`src/rtl/light_sequencer.sv`:
```
// Traffic-light sequencer for a main/side intersection with a pedestrian walk phase.
// Every state entry reloads an external interval timer; expiries are honoured only once armed.
module light_sequencer #(
  parameter logic [3:0] T_BASE = 4'd6,
  parameter logic [3:0] T_EXT  = 4'd3,
  parameter logic [3:0] T_YEL  = 4'd2
) (
  input  logic       clk,
  input  logic       sys_reset,
  input  logic       sensor,
  input  logic       walk_request,
  input  logic       expired,
  output logic       start_timer,
  output logic [3:0] timer_value,
  output logic [2:0] main_light,
  output logic [2:0] side_light,
  output logic       walk
);

  localparam logic [2:0] LAMP_R = 3'b100;
  localparam logic [2:0] LAMP_Y = 3'b010;
  localparam logic [2:0] LAMP_G = 3'b001;

  typedef enum logic [2:0] {
    INIT, MAIN_GO, MAIN_EXT, MAIN_YEL, SIDE_GO, SIDE_EXT, SIDE_YEL, WALK
  } state_t;

  state_t state_reg;
  state_t state_next;
  logic   armed_reg;
  logic   walk_pending_reg;
  logic   fire;
  logic   enter;

  function automatic logic [3:0] interval_of(input state_t s);
    case (s)
      MAIN_GO, SIDE_GO:            interval_of = T_BASE;
      MAIN_EXT, SIDE_EXT, WALK:    interval_of = T_EXT;
      MAIN_YEL, SIDE_YEL:          interval_of = T_YEL;
      default:                     interval_of = 4'd0;
    endcase
  endfunction

  function automatic logic [2:0] main_lamp_of(input state_t s);
    case (s)
      MAIN_GO, MAIN_EXT: main_lamp_of = LAMP_G;
      MAIN_YEL:          main_lamp_of = LAMP_Y;
      default:           main_lamp_of = LAMP_R;
    endcase
  endfunction

  function automatic logic [2:0] side_lamp_of(input state_t s);
    case (s)
      SIDE_GO, SIDE_EXT: side_lamp_of = LAMP_G;
      SIDE_YEL:          side_lamp_of = LAMP_Y;
      default:           side_lamp_of = LAMP_R;
    endcase
  endfunction

  always_comb begin
    fire       = armed_reg && expired;
    state_next = state_reg;
    case (state_reg)
      INIT:     state_next = MAIN_GO;
      MAIN_GO:  if (fire) state_next = sensor ? MAIN_YEL : MAIN_EXT;
      MAIN_EXT: if (fire) state_next = MAIN_YEL;
      MAIN_YEL: if (fire) state_next = walk_pending_reg ? WALK : SIDE_GO;
      SIDE_GO:  if (fire) state_next = sensor ? SIDE_EXT : SIDE_YEL;
      SIDE_EXT: if (fire) state_next = SIDE_YEL;
      SIDE_YEL: if (fire) state_next = MAIN_GO;
      WALK:     if (fire) state_next = SIDE_GO;
      default:  state_next = INIT;
    endcase
    // No state has a self-loop, so any change of state is an entry.
    enter = (state_next != state_reg);
  end

  always_ff @(posedge clk) begin
    if (!sys_reset) begin
      state_reg        <= INIT;
      main_light       <= LAMP_R;
      side_light       <= LAMP_R;
      walk             <= 1'b0;
      start_timer      <= 1'b0;
      timer_value      <= 4'd0;
      armed_reg        <= 1'b0;
      walk_pending_reg <= 1'b0;
    end else begin
      state_reg   <= state_next;
      start_timer <= enter;
      if (enter) timer_value <= interval_of(state_next);
      main_light  <= main_lamp_of(state_next);
      side_light  <= side_lamp_of(state_next);
      walk        <= (state_next == WALK);
      // Disarmed through the load cycle and the one after, so a stale expiry
      // still asserted by the timer cannot trigger a second transition.
      armed_reg   <= !(enter || start_timer);
      if (state_reg == MAIN_YEL && state_next == WALK)
        walk_pending_reg <= 1'b0;
      else if (walk_request)
        walk_pending_reg <= 1'b1;
    end
  end

endmodule

```
`config.mk`:
```
export PLATFORM = sky130hd
export DESIGN_NAME = light_sequencer
export DESIGN_NICKNAME = d
export VERILOG_FILES = /design/src/rtl/light_sequencer.sv
export SDC_FILE = /design/constraint.sdc
export NUM_CORES = 1
export LEC_CHECK = 0
export CORE_MARGIN = 5
export CORE_UTILIZATION = 40
export CTS_CLUSTER_DIAMETER = 80
export DETAILED_ROUTE_END_ITERATION = 8
export PLACE_DENSITY = 0.67
export SLEW_MARGIN = 40
export SYNTH_ARGS = -nofsm -noshare
export SYNTH_HDL_FRONTEND = slang
export SYNTH_SLANG_ARGS = --single-unit
```
`constraint.sdc`:
```
create_clock -name clk -period 2.17 [get_ports clk]
set_input_delay 0.434 -clock clk [delete_from_list [all_inputs] [get_ports clk]]
set_output_delay 0.434 -clock clk [all_outputs]
set_load 0.05 [all_outputs]
```
### Word-level counts from Yosys, hierarchy flattened

Cells that the tools add are included.

* reductions and logical operators: 11
* bitwise operators: 1
* multiplexer cells: 14
* equality and inequality tests: 15

Operators with widths (count)
* 3-bit equality test (second input constant): 8
* 3-bit one-hot mux with 8 select lines: 1
* 3-bit 2-to-1 mux: 7
* 3-bit by 2-bit equality test with 1-bit output (second input constant): 4
* 3-bit one-hot mux with 2 select lines: 2
* 2-bit OR reduction: 5
* 3-bit one-hot mux with 3 select lines: 1
* 3-bit by 1-bit equality test with 1-bit output (second input constant): 2
* 2-bit 2-to-1 mux: 2
* 3-bit zero test: 1
* 3-bit inequality test: 1
* 3-bit OR reduction: 1
* 1-bit logical AND: 2
* 1-bit zero test: 1
* 1-bit logical OR: 1
* 1-bit 2-to-1 mux: 1
* 1-bit inverter: 1

* output and inout port bits: 12
* flip-flop bits (word level): 17

### Logic depth before layout (Yosys ltp)

Gate-level depths: netlist of run 1.

* depth after elaboration: 6
* depth in mapped cells: 5

### Worst setup path before layout of run 1

No wires, ideal clock.

* path type: input port to flip-flop
* start point: in sensor
* end point: reg main_light[1]
* arrival time: 1.361 ns
* cell stages on the path: 4
* setup slack: 0.692 ns
* buffers on the path: 0
* library setup time: 0.116 ns
* cell sequence: and3_1 -> mux2_2 -> a211o_1 -> and4_1

* word-level cells in the longest chain between the ends: 6

RTL lines
* start: declaration: RTL line 10 `input logic sensor,`
* 2-bit 2-to-1 mux or 1-bit 2-to-1 mux (tied branches): RTL line 68, 65
* 3-bit 2-to-1 mux (on tied branches): RTL line 68, 65
* 3-bit one-hot mux with 8 select lines *: RTL line 63 `case (state_reg)`
* 3-bit by 1-bit equality test with 1-bit output or 3-bit by 2-bit equality test with 1-bit output (tied branches): RTL line 45 `case (s)`
* 2-bit OR reduction: RTL line 45
* 3-bit one-hot mux with 2 select lines *: RTL line 45
* end signal: assignment: RTL line 92 `main_light <= main_lamp_of(state_next);`
* end: declaration: RTL line 15 `output logic [2:0] main_light,`

Every way passes the cells marked *; elsewhere a longest branch is shown, timed or not.
A chain may end at the register's enable or synchronous reset.

### Worst setup path after layout of run 1

* start point: reg timer_value[2]
* end point: out timer_value[2]

RTL lines
* start: declaration: RTL line 14 `output logic [3:0] timer_value,`
* start signal: assignment: RTL line 91 `if (enter) timer_value <= interval_of(state_next);`

No word-level cell between the ends.

==> results.cfg, run 1 <==
[outcome]
status = complete, no violations

[power]
p_seq_frac = 0.484
ir_worst_vdd_mv = 0.460
power.internal_w = 0.000485
switching_share = 0.308
powerDensity_nw_per_um2 = 815
combPwrFrac = 0.243
clkPwrFrac = 0.273
p_switching_w = 0.000215
p_leak_nw = 0.351

[worst_setup_path]
path_delay_family = buffers and inverters
path_buf_inv = 1
cpMaxStageDelayCell = clkdlybuf4s50_1
critical_path_class = reg -> out
slowest_delay_ps = 810
arrival_ps = 1430
critPathLaunchType = register
reg2reg_from = state_reg[0]
rr_worst_depth = 3
cp.required_ps = 1740
path_cells = clkdlybuf4s50_1
crit_fanout = 2
endpoint_kind = output port
r2r-end = main_light[1]
rrSetupSlack_ps = 590

[synth]
synthArstFlopShare = 0
ys_types = 32
ys_seq_area_frac = 0.477
synth.most_common_cell = dfxtp_1
synth-seq-cells = 16
synth_nets = 76
synth-main-ff-cell = dfxtp_1
synth_top_area_share = 0.477
avgSynthCellArea_um2 = 9.46
synth-edff-count = 0
syn-instance-count = 71
synth_top_area_cell = dfxtp_1
synth.area.top_cells = dfxtp_1 (48%), o31ai_2 (3.7%), a22oi_1 (3.4%)
syn-cell-area_um2 = 672
synth_common_cells = dfxtp_1 (16), nand2_1 (4), o21ai_0 (4)
synth_warnings = 0

[cts]
cts_sinks = 16
cts_hold_buf = 0
cts_buffers = 3
cts_setup_buffers = 0
insertion_delay_ps = 280
clk_pin_slew_worst_paths_ps = 90
cts_tree = yes
htreeDepth = 1
clockBufferDepth = 2
cts_root_buf = clkbuf_4
cts_resized = 0

[floorplan]
start_util = 0.436
io_pins = 17
rows = 14
core-area_um2 = 1540
die_w_um = 51.0
fp.dieH_um = 51.0
die-area_um2 = 2600

[final_layout]
final_util = 0.558
fin_cells = 102
drive_gt1_frac = 0.140
n_fill_cell = 151
syn2layout_area_growth_pct = 27.9
nets = 92
diodes = 0

[placement]
hpwl_um = 920
port_buffers = 15
placed_cells = 98
place_ws_ps = 160
globalplace.congestion = 0.799

[sta]
tightestPinTransition_ps = 502
rsz0062_at_grt = false
fmax_ghz = 0.536
worst_slack_ps = 304
slew_headroom = 0.664
tns_ps = 0
finalSetupViolations = 0
slew_violations = 0
finalClockSkew_ps = 2.84
fin_crit_ps = 1870
finalCritPeriodShare = 0.860
hold_viol = 0
hold_ws_ps = 426

[min_path]
hold-path-endpoint = armed_reg
worstHoldPathCells = 1
hold_path_class = reg -> reg
worstHoldStart = start_timer

[global_route]
antenna_found_initial = 0
grt_max_degree = 14
grt_pass1_vias = 539
track_usage = 0.116
grt_overflow = 0
grt_pass1_wl_um = 2350

[route]
post_drt_via_cell_ratio = 5.48
wl_per_cell_um = 12.6
dr.pass1.iters = 4
drt_iter0_markers = 12
drtAntennaViolNets = 0
vias = 559
drt_wl_total_um = 1290
drc_errors = 0

[job]
maxCapViolations = 0
==> final cells by class <==
| type | count | area (um2) | share of cell area |
|---|---|---|---|
| Sequential cell | 16 | 320 | 0.373 |
| Multi-Input combinational cell | 47 | 314 | 0.365 |
| Timing Repair Buffer | 16 | 158 | 0.183 |
| Clock buffer | 4 | 36.3 | 0.0422 |
| Tap cell | 16 | 20.0 | 0.0233 |
| Inverter | 3 | 11.3 | 0.0131 |
==> cells in the final DEF (no fill, tap or decap) <==
cell             instances
clkbuf_4                 3
inv_1                    3
conb_1                   1
nor3b_1                  1
a21o_1                   2
nand3_1                  3
and2_1                   2
o21a_1                   1
clkbuf_8                 1
a22oi_1                  3
nand3b_1                 1
a211oi_1                 1
o21ai_0                  4
a211o_1                  1
mux2i_1                  1
nor2_1                   3
nand2_2                  1
and4_1                   1
nor3b_2                  1
mux2_2                   1
a21oi_1                  3
nand2b_1                 2
dfxtp_1                 16
or2_2                    1
clkdlybuf4s50_1         15
o32ai_1                  1
o31ai_2                  2
o221a_2                  1
nand2_1                  4
o211ai_1                 1
and3_1                   3
nor2b_1                  1
buf_4                    1
==> how the worst max path moves through the flow <==
stage | start | slack [ps] | cells after the start | endpoint
finish | timer_value[2] | 300 | 1 | timer_value[2]
floorplan | sensor | 690 | 4 | main_light[1]
global placement | sensor | 180 | 5 | main_light[1]
CTS | timer_value[2] | 290 | 1 | timer_value[2]
global route | timer_value[2] | 240 | 1 | timer_value[2]
detailed placement | sensor | 160 | 5 | main_light[1]
==> layer usage <==
| metal | track usage | routed length (um) | up-vias |
|---|---|---|---|
| met3 | 0.0494 | 71 | 2 |
| met2 | 0.176 | 577 | 16 |
| li1 | - | - | 283 |
| met4 | 0.0511 | 13 | 0 |
| met5 | 0 | 0 | - |
| met1 | 0.142 | 623 | 258 |
==> logic make-up after synthesis <==
logic type	synth area share
compound gates	0.222
buf+inv	0.0559
flops	0.477
mux	0.0317
other cells	0.00558
simple gates	0.209
==> power by group through the flow <==
stage	Clock [W]	Combinational, W	Sequential (W)
floorplan	0	0.0000775	0.000389
global placement	0	0.000169	0.000345
detailed placement	0	0.000170	0.000346
CTS	0.000200	0.000171	0.000339
global route	0.000213	0.000182	0.000345
finish	0.000191	0.000170	0.000339
==> stage by stage <==
| step | total power, W | instance area (um2) |
|---|---|---|
| 2_1_floorplan | 0.000466 | 672 |
| 3_3_place_gp | 0.000515 | 823 |
| 3_5_place_dp | 0.000516 | 823 |
| 4_1_cts | 0.000710 | 860 |
| 5_1_grt | 0.000740 | 860 |
| 6_report | 0.000701 | 860 |
Power figures use the tool's default switching activity.
==> inputs of run 2 (changes only) <==
--- a/config.mk
+++ b/config.mk
@@ -5,11 +5,13 @@
 export SDC_FILE = /design/constraint.sdc
 export NUM_CORES = 1
 export LEC_CHECK = 0
+export ABC_AREA = 1
 export CORE_MARGIN = 5
 export CORE_UTILIZATION = 40
 export CTS_CLUSTER_DIAMETER = 80
 export DETAILED_ROUTE_END_ITERATION = 8
-export PLACE_DENSITY = 0.67
+export PLACE_DENSITY = 0.66
+export REMOVE_ABC_BUFFERS = 1
 export SLEW_MARGIN = 40
 export SYNTH_ARGS = -nofsm -noshare
 export SYNTH_HDL_FRONTEND = slang
==> results.cfg, run 2 <==
[sta]
tns_ps = 0
finalSetupViolations = 0
fmax_ghz = 0.534
worst_slack_ps = 298
rsz0062_at_grt = false
finalCritPeriodShare = 0.863
hold_viol = 0
fin_crit_ps = 1870
tightestPinTransition_ps = 505
slew_headroom = 0.662
finalClockSkew_ps = 2.73
slew_violations = 0

[route]
drt_wl_total_um = 1470
post_drt_via_cell_ratio = 4.67
drc_errors = 0
drt_iter0_markers = 11
wl_per_cell_um = 10.5
drtAntennaViolNets = 0
vias = 658
dr.pass1.iters = 4

[global_route]
grt_use_met3 = 0.0310
grt_pass1_wl_um = 2550
grt_overflow = 0
use_met1 = 0.153
grt_max_degree = 9
grt_use_met2 = 0.192
antenna_found_initial = 0
track_usage = 0.126
busiest_layer = met2
grt_pass1_vias = 618

[synth]
synth.most_common_cell = nand2_1
avgSynthCellArea_um2 = 7.49
synth_top_area_cell = dfxtp_1
synth_common_cells = nand2_1 (21), dfxtp_1 (16), nand3_1 (14)
synth_warnings = 0
synth_top_area_share = 0.432
ys_seq_area_frac = 0.432
synthArstFlopShare = 0
ys_types = 23
syn-cell-area_um2 = 742
syn-instance-count = 99
synth-edff-count = 0
synth.area.top_cells = dfxtp_1 (43%), nand2_1 (11%), nand3_1 (9.4%)
synth-seq-cells = 16
synth-main-ff-cell = dfxtp_1

[final_layout]
seq_area_um2 = 320
drive_gt1_frac = 0.164
n_fill_cell = 179
diodes = 0
multi_input_area_um2 = 365
final_common_cell = nand2_1
final_cell_area_um2 = 938
final_cell_mix = nand2_1 (21), dfxtp_1 (16), clkdlybuf4s50_1 (15)
nets = 123
syn2layout_area_growth_pct = 26.5

[placement]
globalplace.congestion = 0.770
hpwl_um = 1130
place_ws_ps = 151
port_buffers = 15
placed_area_um2 = 916

[floorplan]
core-area_um2 = 1750
fp.dieH_um = 53.1
die_w_um = 53.1
die-area_um2 = 2820
start_util = 0.425
io_pins = 17
rows = 15

[worst_setup_path]
critPathLaunchType = register
slowest_delay_ps = 810
crit_fanout = 2
path_buf_inv = 1
path_delay_family = buffers and inverters
cp.required_ps = 1740
endpoint_kind = output port
arrival_ps = 1440
critical_path_class = reg -> out
path_cells = clkdlybuf4s50_1
cpMaxStageDelayCell = clkdlybuf4s50_1

[job]
maxCapViolations = 0

[cts]
cts_buffers = 3
insertion_delay_ps = 280
clockBufferDepth = 2
cts_hold_buf = 0
cts_tree = yes
cts_root_buf = clkbuf_4
htreeDepth = 1
cts_resized = 0
cts_sinks = 16
cts_setup_buffers = 0
clk_pin_slew_worst_paths_ps = 90

[power]
ir_worst_vdd_mv = 0.590
p_leak_nw = 0.424
powerDensity_nw_per_um2 = 712

[min_path]
hold_path_class = reg -> reg

[outcome]
status = complete, no violations
[run 2: changes by cell type after synthesis, sizes merged, moves of 2 or more]
| cell | previous run | this run |
|---|---|---|
| a22oi | 3 | 0 |
| nand2 | 5 | 28 |
| nor3b | 2 | 0 |
| nand3 | 3 | 17 |
| and2 | 2 | 0 |
| buf | 4 | 2 |
| inv | 3 | 10 |
| nor2 | 3 | 12 |
| nand2b | 2 | 0 |
| and3 | 3 | 0 |
| a21oi | 3 | 1 |
| o21ai | 4 | 2 |
| nor3 | 0 | 4 |
[run 2: cell families after synthesis]
| group | count (synthesis) | share of synthesized area |
|---|---|---|
| and+or+nand+nor | 62 | 0.420 |
| DFF | 16 | 0.432 |
| buffers and inverters | 13 | 0.0759 |
| AOI/OAI and AO/OA | 6 | 0.0556 |
| xor gates and xnor gates | 1 | 0.0118 |
| other | 1 | 0.00505 |
[run 2: final timing paths]
path	from	end	slack, ps	cells after the start
hold / removal	start_timer	armed_reg	430	1
hold reg to reg	start_timer	armed_reg	430	1
setup / recovery	start_timer	start_timer	300	1
setup reg to reg	state_reg[0]	timer_value[0]	550	11
[run 2: cell type report]
type,instances,area share
Tap cell,25,0.0333
Sequential cell,16,0.341
Inverter,11,0.0440
Multi-Input combinational cell,70,0.389
Timing Repair Buffer,16,0.168
Clock buffer,3,0.0240
[run 2: per-stage QoR]
step | utilization | hold WS, ps | power, W | instances
6_report | 0.538 | 434 | 0.000668 | 141
4_1_cts | 0.538 | 432 | 0.000673 | 141
5_1_grt | 0.538 | 439 | 0.000709 | 141
3_5_place_dp | 0.525 | 421 | 0.000524 | 138
2_1_floorplan | - | 504 | 0.000468 | 97
3_3_place_gp | 0.525 | 421 | 0.000524 | 138
[run 2: power by group]
part / internal (W) / switching, W / leakage, nW / total, W
combinational: 0.0000625 / 0.000124 / 0.279 / 0.000187
clock: 0.0000644 / 0.0000863 / 0.0138 / 0.000151
sequential: 0.000315 / 0.0000161 / 0.132 / 0.000331
[run 2: per-layer routing]
layer / vias up / share of wire
met2: 15 / 0.43
met4: 0 / 0.029
met1: 287 / 0.48
met5: - / 0
met3: 4 / 0.058
li1: 352 / -
==> inputs of run 3 (changes only) <==
--- a/config.mk
+++ b/config.mk
@@ -5,12 +5,11 @@
 export SDC_FILE = /design/constraint.sdc
 export NUM_CORES = 1
 export LEC_CHECK = 0
-export ABC_AREA = 1
 export CORE_MARGIN = 5
 export CORE_UTILIZATION = 40
 export CTS_CLUSTER_DIAMETER = 80
 export DETAILED_ROUTE_END_ITERATION = 8
-export PLACE_DENSITY = 0.66
+export PLACE_DENSITY = 0.67
 export REMOVE_ABC_BUFFERS = 1
 export SLEW_MARGIN = 40
 export SYNTH_ARGS = -nofsm -noshare
==> results.cfg, run 3 (same netlist as run 1, synthesis figures left out) <==
[sta]
finalSetupViolations = 0
fin_crit_ps = 1860
finalCritPeriodShare = 0.858
hold_viol = 0
tns_ps = 0
slew_violations = 0
rsz0062_at_grt = false
finalClockSkew_ps = 1.12
fmax_ghz = 0.537
tightestPinTransition_ps = 499
slew_headroom = 0.666

[cts]
cts_buffers = 3
insertion_delay_ps = 280
cts_resized = 0
clockBufferDepth = 2
clk_pin_slew_worst_paths_ps = 90
cts_setup_buffers = 0
cts_tree = yes
cts_root_buf = clkbuf_4
htreeDepth = 1
cts_sinks = 16
cts_hold_buf = 0

[route]
wl_per_cell_um = 12.4
drt_wl_total_um = 1250
post_drt_via_cell_ratio = 5.42
vias = 547
drt_iter0_markers = 6
dr.pass1.iters = 4
drtAntennaViolNets = 0
drc_errors = 0

[global_route]
grt_max_degree = 14
track_usage = 0.109
antenna_found_initial = 0
grt_overflow = 0
grt_pass1_wl_um = 2160
grt_pass1_vias = 492

[worst_setup_path]
endpoint_kind = output port
critical_path_class = reg -> out
path_buf_inv = 1
crit_fanout = 2
rr_worst_depth = 3
rrSetupSlack_ps = 600
path_delay_family = buffers and inverters
cp.required_ps = 1740
critPathLaunchType = register
path_cells = clkdlybuf4s50_1
cpMaxStageDelayCell = clkdlybuf4s50_1
reg2reg_from = state_reg[0]
slowest_delay_ps = 800
r2r-end = main_light[1]
arrival_ps = 1430

[outcome]
status = complete, no violations

[floorplan]
start_util = 0.436
io_pins = 17
die-area_um2 = 2600
core-area_um2 = 1540
die_w_um = 51.0
fp.dieH_um = 51.0
rows = 14

[power]
power.internal_w = 0.000484
p_leak_nw = 0.347
p_seq_frac = 0.487
powerDensity_nw_per_um2 = 818
combPwrFrac = 0.241
p_switching_w = 0.000213
ir_worst_vdd_mv = 0.541
switching_share = 0.305
power_w = 0.000697
clkPwrFrac = 0.273

[final_layout]
final_cell_mix = dfxtp_1 (16), clkdlybuf4s50_1 (15), nand2_1 (4), o21ai_0 (4)
multi_input_area_um2 = 314
final_common_cell = dfxtp_1
final_cell_area_um2 = 852
diodes = 0
final_util = 0.553
syn2layout_area_growth_pct = 26.8
seq_area_um2 = 320
nets = 91
drive_gt1_frac = 0.129
n_fill_cell = 148

[min_path]
worstHoldStart = start_timer
hold_path_class = reg -> reg
hold-path-endpoint = armed_reg
worstHoldPathCells = 1

[placement]
port_buffers = 15
hpwl_um = 909
globalplace.congestion = 0.880
placed_area_um2 = 816

[job]
maxCapViolations = 0
run 3: power groups by stage:
| stage | logic [W] | clock network (W) | registers, W |
|---|---|---|---|
| after floorplan | 0.0000632 | 0 | 0.000396 |
| after global placement | 0.000168 | 0 | 0.000346 |
| after detailed placement | 0.000168 | 0 | 0.000346 |
| after CTS | 0.000169 | 0.000199 | 0.000339 |
| after global routing | 0.000180 | 0.000212 | 0.000343 |
| final | 0.000168 | 0.000190 | 0.000339 |
run 3: how the worst max path moves through the flow:
stage	startpoint	endpoint	slack (ps)	cells after the start
2_1_floorplan	sensor	main_light[1]	690	4
3_3_place_gp	sensor	main_light[1]	170	5
3_5_place_dp	sensor	main_light[1]	160	5
4_1_cts	start_timer	start_timer	290	1
5_1_grt	timer_value[1]	timer_value[1]	240	1
6_report	start_timer	start_timer	310	1
run 3: layer usage:
metal	vias up	part of all wire	global-route usage
li1	280	-	-
met1	252	0.45	0.137
met2	13	0.46	0.157
met3	2	0.072	0.0581
met4	0	0.010	0.0383
met5	-	0	0
run 3: final cells by class:
cell class	instances	share of cell area
multi-input combinational	47	0.369
inverter	3	0.0132
timing repair buffer	15	0.176
clock buffer	4	0.0426
sequential	16	0.376
tap	16	0.0235
run 3: per-stage QoR:
step	hold slack (ps)	std cells	worst slack, ps
after CTS	433	101	289
after floorplan	496	66	693
after global placement	415	97	168
final	430	101	307
after global routing	463	101	241
after detailed placement	411	97	159
